`config.mk`:
```
export PLATFORM = sky130hd
export DESIGN_NAME = shift_register_load_ctrl
export DESIGN_NICKNAME = d
export VERILOG_FILES = /design/src/rtl/shift_register_load_ctrl.sv
export SDC_FILE = /design/constraint.sdc
export NUM_CORES = 1
export LEC_CHECK = 0
export ABC_CLOCK_PERIOD_IN_PS = 2300
export BUFFER_PORTS_ARGS = -buffer_cell sky130_fd_sc_hd__buf_2
export CAP_MARGIN = 40
export CORE_MARGIN = 5
export CORE_UTILIZATION = 50
export CTS_CLUSTER_SIZE = 24
export DETAILED_ROUTE_END_ITERATION = 10
export PLACE_DENSITY = 0.81
export SLEW_MARGIN = 20
export SYNTH_ARGS = -nofsm -noshare
export SYNTH_HDL_FRONTEND = slang
export SYNTH_SLANG_ARGS = --single-unit
```
`constraint.sdc`:
```
create_clock -name clk -period 2.3 [get_ports clk]
set_input_delay 0.115 -clock clk [delete_from_list [all_inputs] [get_ports clk]]
set_output_delay 0.115 -clock clk [all_outputs]
set_load 0.005 [all_outputs]
```
`src/rtl/shift_register_load_ctrl.sv`:
```
// Loading engine for an external enable-gated serial-in shift register (MSB-first, entry at Q[0]).
// Optional readback compare of the loaded field is built when SHIFT_LOAD_VERIFY_EN is defined.
module shift_register_load_ctrl #(
    parameter int WIDTH = 32
) (
    input  logic                       clk,
    input  logic                       rst_n,
    input  logic                       req_valid,
    output logic                       req_ready,
    input  logic [WIDTH-1:0]           req_word,
    input  logic [$clog2(WIDTH):0]     req_len,
    input  logic                       stall,
    output logic                       sr_en,
    output logic                       sr_d,
    input  logic [WIDTH-1:0]           sr_q,
    output logic                       done_valid,
    input  logic                       done_ready,
    output logic [WIDTH-1:0]           done_word,
    output logic                       busy,
    output logic                       mismatch
);

    localparam int IW = $clog2(WIDTH);
    localparam int LW = IW + 1;

    typedef enum logic [1:0] {
        IDLE    = 2'd0,
        SHIFT   = 2'd1,
        CAPTURE = 2'd2,
        DONE    = 2'd3
    } state_t;

    state_t           state_q, state_d;
    logic [WIDTH-1:0] word_q;
    logic [IW-1:0]    idx_q;
    logic [WIDTH-1:0] done_word_q;
    logic [LW-1:0]    eff_len;

    // Zero and oversized lengths both mean a full-width load.
    always_comb begin
        eff_len = req_len;
        if (req_len == '0 || req_len > LW'(WIDTH)) begin
            eff_len = LW'(WIDTH);
        end
    end

    always_ff @(posedge clk or negedge rst_n) begin
        if (!rst_n) begin
            state_q <= IDLE;
        end else begin
            state_q <= state_d;
        end
    end

    always_comb begin
        state_d    = state_q;
        req_ready  = 1'b0;
        busy       = 1'b1;
        sr_en      = 1'b0;
        sr_d       = 1'b0;
        done_valid = 1'b0;
        case (state_q)
            IDLE: begin
                req_ready = 1'b1;
                busy      = 1'b0;
                if (req_valid) begin
                    state_d = SHIFT;
                end
            end
            SHIFT: begin
                sr_en = !stall;
                sr_d  = word_q[idx_q];
                if (!stall && idx_q == '0) begin
                    state_d = CAPTURE;
                end
            end
            CAPTURE: begin
                state_d = DONE;
            end
            DONE: begin
                done_valid = 1'b1;
                if (done_ready) begin
                    state_d = IDLE;
                end
            end
            default: begin
                state_d = IDLE;
            end
        endcase
    end

    // idx walks from L-1 down to 0 so the field leaves MSB-first.
    always_ff @(posedge clk or negedge rst_n) begin
        if (!rst_n) begin
            word_q      <= '0;
            idx_q       <= '0;
            done_word_q <= '0;
        end else begin
            if (state_q == IDLE && req_valid) begin
                word_q <= req_word;
                idx_q  <= IW'(eff_len - LW'(1));
            end else if (state_q == SHIFT && !stall) begin
                idx_q <= idx_q - IW'(1);
            end
            if (state_q == CAPTURE) begin
                done_word_q <= sr_q;
            end
        end
    end

    assign done_word = done_word_q;

`ifdef SHIFT_LOAD_VERIFY_EN
    logic [LW-1:0]    len_q;
    logic [WIDTH-1:0] len_mask;
    logic             mismatch_q;

    assign len_mask = {WIDTH{1'b1}} >> (LW'(WIDTH) - len_q);

    // Only the freshly loaded low L bits are compared; upper bits are old contents.
    always_ff @(posedge clk or negedge rst_n) begin
        if (!rst_n) begin
            len_q      <= '0;
            mismatch_q <= 1'b0;
        end else begin
            if (state_q == IDLE && req_valid) begin
                len_q <= eff_len;
            end
            if (state_q == CAPTURE) begin
                mismatch_q <= |((sr_q ^ word_q) & len_mask);
            end else if (state_q == DONE && done_ready) begin
                mismatch_q <= 1'b0;
            end
        end
    end

    assign mismatch = mismatch_q;
`else
    assign mismatch = 1'b0;
`endif

endmodule

```
## After elaboration in Yosys (flattened, before gate mapping)

Cells that the tools add are included.
Widths: inputs -> output; s select.

| storage, ports and cells | value |
|---|---|
| register bits | 71 |
| bits of input ports | 75 |
| output and inout port bits | 38 |
| word-level logic and storage cells | 38 |

| cells by class | value |
|---|---|
| add/sub/neg operators | 2 |
| $lt $le $gt $ge | 2 |
| equal/unequal tests | 6 |
| multiplexer cells | 14 |
| reduce and logical (&&, ||, !) cells | 10 |

Operators by type and width:

| cell | number |
|---|---|
| $mux 5 | 3 |
| $sub 5x1->5 const B | 2 |
| $pmux 2 s4 | 1 |
| $gt 6x6->1 const B | 1 |
| $logic_not 6->1 | 1 |
| $lt 5x6->1 const B | 1 |
| $mux 1 | 6 |
| $mux 2 | 3 |
| $ne 2x2->1 const B | 3 |
| $bmux 1 s5 | 1 |
| $logic_not 5->1 | 1 |
| $eq 2x2->1 const B | 2 |
| $logic_and 1x1->1 | 3 |
| $reduce_and 3->1 | 1 |
| $eq 2x1->1 const B | 1 |
| $logic_not 2->1 | 1 |
| $reduce_bool 2->1 | 1 |
| $logic_not 1->1 | 1 |
| $logic_or 1x1->1 | 1 |

## Logic depth before layout (Yosys ltp)

Gate-level depths: netlist of the first run.

| logic depth | value |
|---|---|
| depth after elaboration | 5 |
| gate-level depth with buffers | 8 |
| gate-level depth less buffers | 7 |

## Least setup slack after synthesis of the first run

Ideal clock, no wire load.

| path | value |
|---|---|
| path kind | register to register |
| start point | register state_q[0] |
| end point | register idx_q[4] |
| library setup time | 96 ps |
| data arrival time | 1733 ps |
| required time | 2204 ps |
| path slack | 472 ps |
| stages on the path, launching flop included | 9 |
| path buffers | 1 |
| period minus slack after synthesis | 1828 ps |
| path through | dfrtp_1 > inv_1 > ha_1 > nand2_1 > buf_2 > a21oi_1 > ha_1 > a31oi_1 > o31ai_1 |

| between the ends | value |
|---|---|
| cells in the longest elaborated chain, start to end | 3 |
| elaborated cells between the ends (all ways) | 6 |
| those cells by class | 1 x eq/ne; 1 x mux; 4 x reduce/logical |

Ends and longest elaborated chain:

| element | RTL line | RTL |
|---|---|---|
| from (decl) | 33 | `state_t state_q, state_d;` |
| from (signal assigned) | 51 | `state_q <= state_d;` |
| $eq 2x1->1 / $logic_not 2->1 (equally long branches) | 102, 99 |  |
| $logic_and 1x1->1, on equally long branches | 102, 99 |  |
| $reduce_bool 2->1 (no line) / $mux 5 (equally long branches) | -- |  |
| to (signal assigned) | 101 | `idx_q <= IW'(eff_len - LW'(1));` |
| to (signal assigned) | 103 | `idx_q <= idx_q - IW'(1);` |
| to (decl) | 35 | `logic [IW-1:0] idx_q;` |

Parallel ways exist; a longest one is shown, timed or not.
A chain may end at the register's enable or synchronous reset.

## Final worst setup path of the first run

| path | value |
|---|---|
| start point | register idx_q[0] |
| end point | output port sr_d |

| between the ends | value |
|---|---|
| cells in the longest elaborated chain, start to end | 3 |

Ends and longest elaborated chain:

| element | RTL line | RTL |
|---|---|---|
| $bmux 1 s5 | 72 | `sr_d = word_q[idx_q];` |
| $mux 1 (implied by the code) | 72 |  |
| $mux 1 | 62 | `case (state_q)` |
| to (decl) | 14 | `output logic sr_d,` |

Every way passes these cells. The select of a mux whose other input is x is not followed.

==> run_summary.xml, run 1 <==
<?xml version="1.0" encoding="UTF-8"?>
<metrics>
  <group name="die">
    <metric name="die_w" unit="um">89.8</metric>
    <metric name="core" unit="um^2">6280</metric>
    <metric name="start_util" unit="">0.507</metric>
    <metric name="floorplan.die_area" unit="um^2">8060</metric>
    <metric name="core.rowCount" unit="">29</metric>
    <metric name="number_of_top_level_design_ports" unit="">113</metric>
    <metric name="die_y" unit="um">89.8</metric>
  </group>
  <group name="clock_tree">
    <metric name="cts_buffers" unit="">9</metric>
    <metric name="cts.reportedPaths.clkPinSlew" unit="ns">0.08</metric>
    <metric name="clock-root-buffer" unit="">sky130_fd_sc_hd__clkbuf_8</metric>
    <metric name="cts_tree" unit="">yes</metric>
    <metric name="clock_sink_count" unit="">71</metric>
    <metric name="worst_skew_pair.late_latency" unit="ns">0.34</metric>
    <metric name="postCtsSetupRepairBufs" unit="">0</metric>
    <metric name="htree_levels" unit="">3</metric>
    <metric name="max-clock-path-buffers" unit="">2</metric>
  </group>
  <group name="detailed_routing">
    <metric name="routedWlPerCell" unit="um">15.8</metric>
    <metric name="dr.first_iter.drc_count" unit="">50</metric>
    <metric name="dr_vias_cell" unit="">5.15</metric>
    <metric name="routed-via-count" unit="">2261</metric>
    <metric name="route.final.wire_length" unit="um">6960</metric>
    <metric name="drt_pass1_iterations" unit="">4</metric>
    <metric name="postRouteAntennaNets" unit="">0</metric>
    <metric name="route.detailed.drc" unit="">0</metric>
  </group>
  <group name="grt">
    <metric name="maximum_number_of_pins_on_one_net_before_global_route_repair" unit="">47</metric>
    <metric name="grt-ovfl-total" unit="">0</metric>
    <metric name="first_global_vias" unit="">2473</metric>
    <metric name="grt_pass1_wl" unit="um">11700</metric>
    <metric name="groute.usage.overall" unit="">0.178</metric>
    <metric name="number_of_antenna_violations_at_the_first_check_in_global_routing" unit="">0</metric>
  </group>
  <group name="layout">
    <metric name="final_core_util" unit="">0.698</metric>
    <metric name="fill_cells" unit="">428</metric>
    <metric name="seqCellArea" unit="um^2">1780</metric>
    <metric name="antenna_cells_inserted" unit="">0</metric>
    <metric name="area_delta_synth_final" unit="%">37.7</metric>
    <metric name="multi_input_area" unit="um^2">1330</metric>
    <metric name="fraction_of_final_layout_cells_sized_beyond_drive_strength_1" unit="">0.566</metric>
    <metric name="fin_nets" unit="">438</metric>
  </group>
  <group name="worst_setup_path">
    <metric name="worst-setup-path-type" unit="">flip-flop to output pin</metric>
    <metric name="timing.critical_path.fanout_max" unit="">12</metric>
    <metric name="critical_path_arrival" unit="ns">2.06</metric>
    <metric name="setup.worst_path.end_class" unit="">output pin</metric>
    <metric name="critical_path_required" unit="ns">2.18</metric>
    <metric name="worst_setup_path_start_kind" unit="">flip-flop</metric>
  </group>
  <group name="synth">
    <metric name="ys_seq_area_frac" unit="">0.558</metric>
    <metric name="synthSimpleGateAreaFrac" unit="">0.0393</metric>
    <metric name="synthesized_netlist_cell_count" unit="">213</metric>
    <metric name="synth_compound_gate_area_share" unit="">0.0287</metric>
    <metric name="post_synth_xor_area_fraction" unit="">0.00275</metric>
    <metric name="yosysWarnings" unit="">0</metric>
    <metric name="synth_top_family_by_area" unit="">multiplexers</metric>
    <metric name="post_synth_fa_ha_maj_area_fraction" unit="">0.0236</metric>
    <metric name="synth_cell_type_count" unit="">28</metric>
    <metric name="post_synth_instance_area" unit="um^2">3180</metric>
    <metric name="synthesis.area_per_instance" unit="um^2">14.9</metric>
    <metric name="synth_seq_cells" unit="">71</metric>
    <metric name="post_synth_mux_area_share" unit="">0.321</metric>
    <metric name="synthesis.nets" unit="">294</metric>
  </group>
  <group name="sta">
    <metric name="period_minus_slack" unit="ns">2.17</metric>
    <metric name="fin_crit_sh" unit="">0.945</metric>
    <metric name="hold_viol_final" unit="">0</metric>
    <metric name="final-max-slew-violation-count" unit="">0</metric>
    <metric name="fin_setup_tns" unit="ns">0</metric>
    <metric name="rsz0062_at_grt" unit="">no</metric>
    <metric name="max_clock_freq" unit="MHz">460</metric>
    <metric name="finalSetupViolCount" unit="">0</metric>
    <metric name="clock-skew-final" unit="ns">0.00834</metric>
  </group>
  <group name="placed_design">
    <metric name="post-dp-hpwl" unit="um">4950</metric>
    <metric name="port_buffers" unit="">111</metric>
    <metric name="gp_congestion" unit="">0.794</metric>
  </group>
  <group name="min_path">
    <metric name="hold_path.class" unit="">input pin to flip-flop</metric>
  </group>
  <group name="pwr">
    <metric name="total_leakage_power" unit="nW">2.09</metric>
    <metric name="worst_ir_drop_vdd" unit="V">0.000815</metric>
    <metric name="powerDensity" unit="nW/um^2">1350</metric>
  </group>
  <group name="run_status">
    <metric name="outcome" unit="">complete, no violations</metric>
  </group>
  <group name="flow_run">
    <metric name="timing.max_cap.violations" unit="">0</metric>
  </group>
</metrics>
through the flow:
step	area (um^2)	setup slack, ns	power (mW)	cells	hold WS, ns
after CTS	4350	0.0894	5.97	436	0.0000183
after floorplan	3180	0.472	3.86	213	-0.181
final	4380	0.127	5.91	439	0.0108
after global placement	3800	0.326	4.50	393	0.289
after global routing	4380	0.00795	6.33	439	0.000376
after detailed placement	3830	0.275	4.62	394	0.0579
cell usage in the layout, fill, tap and decap left out, drive strengths merged, types with 4 or more instances in the layout:
| cell type | netlist | final |
|---|---|---|
| a21oi | 5 | 5 |
| buf | 8 | 116 |
| bufinv | 0 | 4 |
| clkbuf | 4 | 11 |
| dfrtp | 71 | 71 |
| dlygate4sd3 | 0 | 29 |
| ha | 6 | 6 |
| inv | 5 | 6 |
| mux2 | 70 | 70 |
| mux2i | 6 | 6 |
| mux4 | 7 | 7 |
| nand2 | 6 | 6 |
routing by layer:
layer  routed length (um)  vias up  share of wire  global-route usage
met4                   80        0          0.012              0.0605
met1                 2940     1106           0.42               0.221
met3                  539        9          0.077              0.0676
met5                    0        -              0                   0
met2                 3400       81           0.49               0.284
li1                     -     1065              -                   -
registers in the layout, indices dropped and copies added, names as in the netlist:
| signal | count |
|---|---|
| idx_q | 5 |
| word_q | 32 |
| done_word | 32 |
| state_q | 2 |
path summary, 6_finish.rpt:
kind	startpoint	endpoint	slack, ns	cells past startpoint
hold reg to reg	word_q[7]	word_q[7]	0.50	1
max in group asynchronous	rst_n	word_q[3]	1.54	3
hold / removal	sr_q[0]	done_word[0]	0.01	2
min in group asynchronous	rst_n	done_word[10]	0.23	2
setup reg to reg	state_q[0]	idx_q[4]	0.29	7
setup / recovery	idx_q[0]	sr_d	0.13	5
where the power goes:
part	total (mW)	switching (mW)	internal, mW
logic	2.29	0.880	1.41
registers	2.33	0.427	1.90
clock network	1.29	0.459	0.836
cells by family (layout without fill, tap and decap cells):
kind of cell | count (synthesis) | count (layout)
mux | 83 | 83
flops | 71 | 71
simple gates | 20 | 20
buf+inv | 17 | 166
compound gates | 14 | 14
fa+ha+maj | 6 | 6
other cells | 1 | 1
xor+xnor | 1 | 1
critical path, stage by stage (launching register included):
cell	delay, ns
sky130_fd_sc_hd__dfrtp_2	0.56
sky130_fd_sc_hd__mux4_1	0.60
sky130_fd_sc_hd__mux2i_1	0.15
sky130_fd_sc_hd__o221ai_1	0.11
sky130_fd_sc_hd__and4_1	0.19
sky130_fd_sc_hd__buf_2	0.12
area by class of cell:
| cell class | instances | area share |
|---|---|---|
| sequential | 71 | 0.406 |
| multi-input combinational | 125 | 0.302 |
| timing repair buffer | 145 | 0.207 |
| clock buffer | 11 | 0.0300 |
| clock inverter | 5 | 0.0294 |
| tap | 77 | 0.0220 |
| inverter | 5 | 0.00428 |
cell usage after synthesis, drive strengths merged:
library cell | number | area, um^2
mux2 | 70 | 788
nor4 | 1 | 6.26
nand2b | 1 | 6.26
and4 | 3 | 26.3
a21oi | 5 | 25.0
nor2 | 2 | 7.51
nor2b | 3 | 18.8
o221ai | 1 | 8.76
mux2i | 6 | 60.1
xor2 | 1 | 8.76
nand3b | 1 | 7.51
nand2 | 6 | 22.5
inv | 5 | 18.8
conb | 1 | 3.75
buf | 8 | 48.8
o22ai | 2 | 12.5
a31oi | 2 | 12.5
dfrtp | 71 | 1780
mux4 | 7 | 173
ha | 6 | 75.1
o31ai | 3 | 27.5
and4b | 3 | 30.0
o21ai | 1 | 5.00
clkbuf | 4 | 15.0
timing repair:
| item | CTS | global route |
|---|---|---|
| hold buffers | 26 | 3 |
| hold endpoints to repair | 50 | 3 |
| gates resized for setup | 1 | 0 |
| setup endpoints to repair | 1 | 0 |
No activity file was read; power rests on OpenSTA's default activity.
==> run 2: changes to the inputs <==
==> constraint.sdc (replaced) <==
create_clock -name clk -period 2.3 [get_ports clk]
set_input_delay 0.115 -clock clk [delete_from_list [all_inputs] [get_ports clk]]
set_output_delay 0.115 -clock clk [all_outputs]
set_load 0.05 [all_outputs]
==> run_summary.xml, run 2 (same netlist as run 1, synthesis figures left out) <==
<?xml version="1.0" encoding="UTF-8"?>
<metrics>
  <group name="detailed_routing">
    <metric name="routed-via-count" unit="">2340</metric>
    <metric name="dr_vias_cell" unit="">5.10</metric>
    <metric name="drt_pass1_iterations" unit="">4</metric>
    <metric name="postRouteAntennaNets" unit="">0</metric>
    <metric name="route.final.wire_length" unit="um">7210</metric>
    <metric name="route.detailed.drc" unit="">0</metric>
    <metric name="dr.first_iter.drc_count" unit="">60</metric>
    <metric name="routedWlPerCell" unit="um">15.7</metric>
  </group>
  <group name="worst_setup_path">
    <metric name="critical_path_required" unit="ns">2.18</metric>
    <metric name="critical-path-top-cell-by-count" unit="">sky130_fd_sc_hd__buf_4</metric>
    <metric name="worst-setup-path-type" unit="">flip-flop to output pin</metric>
    <metric name="slowest_stage" unit="">sky130_fd_sc_hd__mux4_2</metric>
    <metric name="worst_setup_path_startpoint" unit="">idx_q[0]</metric>
    <metric name="critical_path_arrival" unit="ns">2.12</metric>
    <metric name="timing.critical_path.fanout_max" unit="">4</metric>
    <metric name="path_cells" unit="">buf_2, buf_4, mux4_2, mux2i_1, nand3b_1, and4_1, buf_4</metric>
    <metric name="worst_path_largest_cell_delay" unit="ns">0.48</metric>
    <metric name="rr_startpoint" unit="">state_q[0]</metric>
    <metric name="setup.worst_path.end_class" unit="">output pin</metric>
    <metric name="worst_setup_path_start_kind" unit="">flip-flop</metric>
  </group>
  <group name="grt">
    <metric name="number_of_antenna_violations_at_the_first_check_in_global_routing" unit="">1</metric>
    <metric name="grt_pass1_wl" unit="um">12200</metric>
    <metric name="maximum_number_of_pins_on_one_net_before_global_route_repair" unit="">49</metric>
    <metric name="first_global_vias" unit="">2561</metric>
    <metric name="grt-ovfl-total" unit="">0</metric>
    <metric name="groute.usage.overall" unit="">0.185</metric>
  </group>
  <group name="die">
    <metric name="die_y" unit="um">89.8</metric>
    <metric name="core.rowCount" unit="">29</metric>
    <metric name="core" unit="um^2">6280</metric>
    <metric name="start_util" unit="">0.507</metric>
    <metric name="number_of_top_level_design_ports" unit="">113</metric>
    <metric name="floorplan.die_area" unit="um^2">8060</metric>
    <metric name="die_w" unit="um">89.8</metric>
  </group>
  <group name="layout">
    <metric name="antenna_cells_inserted" unit="">0</metric>
    <metric name="finish.cell_count_without_fillers" unit="">459</metric>
    <metric name="area_delta_synth_final" unit="%">42.1</metric>
    <metric name="layout_commonest_cell" unit="">sky130_fd_sc_hd__buf_2</metric>
    <metric name="top_library_cells_by_usage_in_the_layout_fill_and_taps_aside" unit="">sky130_fd_sc_hd__buf_2 (110), sky130_fd_sc_hd__mux2_2 (70), sky130_fd_sc_hd__dfrtp_1 (70)</metric>
    <metric name="fill_cells" unit="">435</metric>
    <metric name="fraction_of_final_layout_cells_sized_beyond_drive_strength_1" unit="">0.563</metric>
    <metric name="fin_nets" unit="">458</metric>
  </group>
  <group name="clock_tree">
    <metric name="cts_buffers" unit="">9</metric>
    <metric name="cts.reportedPaths.clkPinSlew" unit="ns">0.07</metric>
    <metric name="clock_sink_count" unit="">71</metric>
    <metric name="clock-root-buffer" unit="">sky130_fd_sc_hd__clkbuf_8</metric>
    <metric name="worst_skew_pair.late_latency" unit="ns">0.33</metric>
    <metric name="cts_tree" unit="">yes</metric>
    <metric name="htree_levels" unit="">3</metric>
    <metric name="max-clock-path-buffers" unit="">2</metric>
  </group>
  <group name="pwr">
    <metric name="design_power_total" unit="mW">7.04</metric>
    <metric name="total_leakage_power" unit="nW">2.16</metric>
    <metric name="worst_ir_drop_vdd" unit="V">0.00125</metric>
    <metric name="powerDensity" unit="nW/um^2">1560</metric>
  </group>
  <group name="placed_design">
    <metric name="port_buffers" unit="">111</metric>
    <metric name="dp_cells" unit="">394</metric>
    <metric name="post-dp-hpwl" unit="um">4930</metric>
    <metric name="gp_congestion" unit="">0.797</metric>
  </group>
  <group name="sta">
    <metric name="finalSetupViolCount" unit="">0</metric>
    <metric name="period_minus_slack" unit="ns">2.23</metric>
    <metric name="final-max-slew-violation-count" unit="">0</metric>
    <metric name="hold_viol_final" unit="">0</metric>
    <metric name="clock-skew-final" unit="ns">0.00577</metric>
    <metric name="fin_crit_sh" unit="">0.970</metric>
    <metric name="max_clock_freq" unit="MHz">448</metric>
  </group>
  <group name="run_status">
    <metric name="outcome" unit="">complete, no violations</metric>
  </group>
  <group name="flow_run">
    <metric name="timing.max_cap.violations" unit="">0</metric>
  </group>
  <group name="min_path">
    <metric name="worst_hold_startpoint" unit="">req_word[30]</metric>
    <metric name="hold_path.class" unit="">input pin to flip-flop</metric>
  </group>
</metrics>
==> run 2: cell count changes in the layout (fill, tap and decap cells not counted), sizes merged <==
cell / delta
clkinvlp: +1
dlygate4sd3: +11
inv: -1
buf: +9
clkinv: +2
bufinv: -2
==> run 2: per-stage QoR <==
stage           util  worst slack (ns)  hold slack, ns    TNS, ns  instance area, um^2
3_3_place_gp   0.606             0.238           0.288          0                 3800
5_1_grt        0.721         -0.000203        0.000171  -0.000203                 4520
6_report       0.721            0.0694          0.0161          0                 4520
2_1_floorplan      -            0.0983          -0.181          0                 3180
4_1_cts        0.712           0.00290       0.0000782          0                 4470
3_5_place_dp   0.611             0.179          0.0453          0                 3830
==> run 2: worst max-delay path: cells and delay by family, from the launching register on <==
| kind | cells | cell delay (ns) |
|---|---|---|
| muxes | 2 | 0.62 |
| buffers and inverters | 3 | 0.50 |
| and+or+nand+nor | 2 | 0.30 |
| DFF | 1 | 0.37 |
==> run 2: where the power goes <==
group / switching, mW / internal (mW)
clock: 0.452 / 0.641
sequential: 0.391 / 1.90
combinational: 2.12 / 1.53
==> run 2: timing repair <==
action | in CTS | in global routing
setup buffers | 2 | 7
hold buffers | 40 | 0
resized for setup | 1 | 2
endpoints found under the hold margin | 62 | 0
setup endpoints to repair | 1 | 1
pin swaps | 0 | 0
==> run 2: worst paths after layout <==
check | to | slack [ns] | cells after the start
hold reg to reg | done_word[7] | 0.50 | 1
max in group asynchronous | idx_q[0] | 1.53 | 3
min in group asynchronous | done_word[13] | 0.23 | 2
hold / removal | word_q[30] | 0.02 | 2
setup reg to reg | idx_q[4] | 0.24 | 7
setup / recovery | sr_d | 0.07 | 7
==> run 2: area by class of cell <==
class	instances	area (um^2)	area share
multi-input combinational	125	1330	0.293
clock buffer	11	141	0.0313
clock inverter	5	81.3	0.0180
timing repair buffer	165	1080	0.239
inverter	5	18.8	0.00415
tap	77	96.3	0.0213
sequential	71	1780	0.393
==> run 2: layer usage <==
metal,GRT usage,part of all wire,up-vias
met5,0,0.00097,-
met4,0.0718,0.014,2
met3,0.0634,0.090,11
met2,0.298,0.49,90
met1,0.228,0.40,1135
li1,-,-,1102
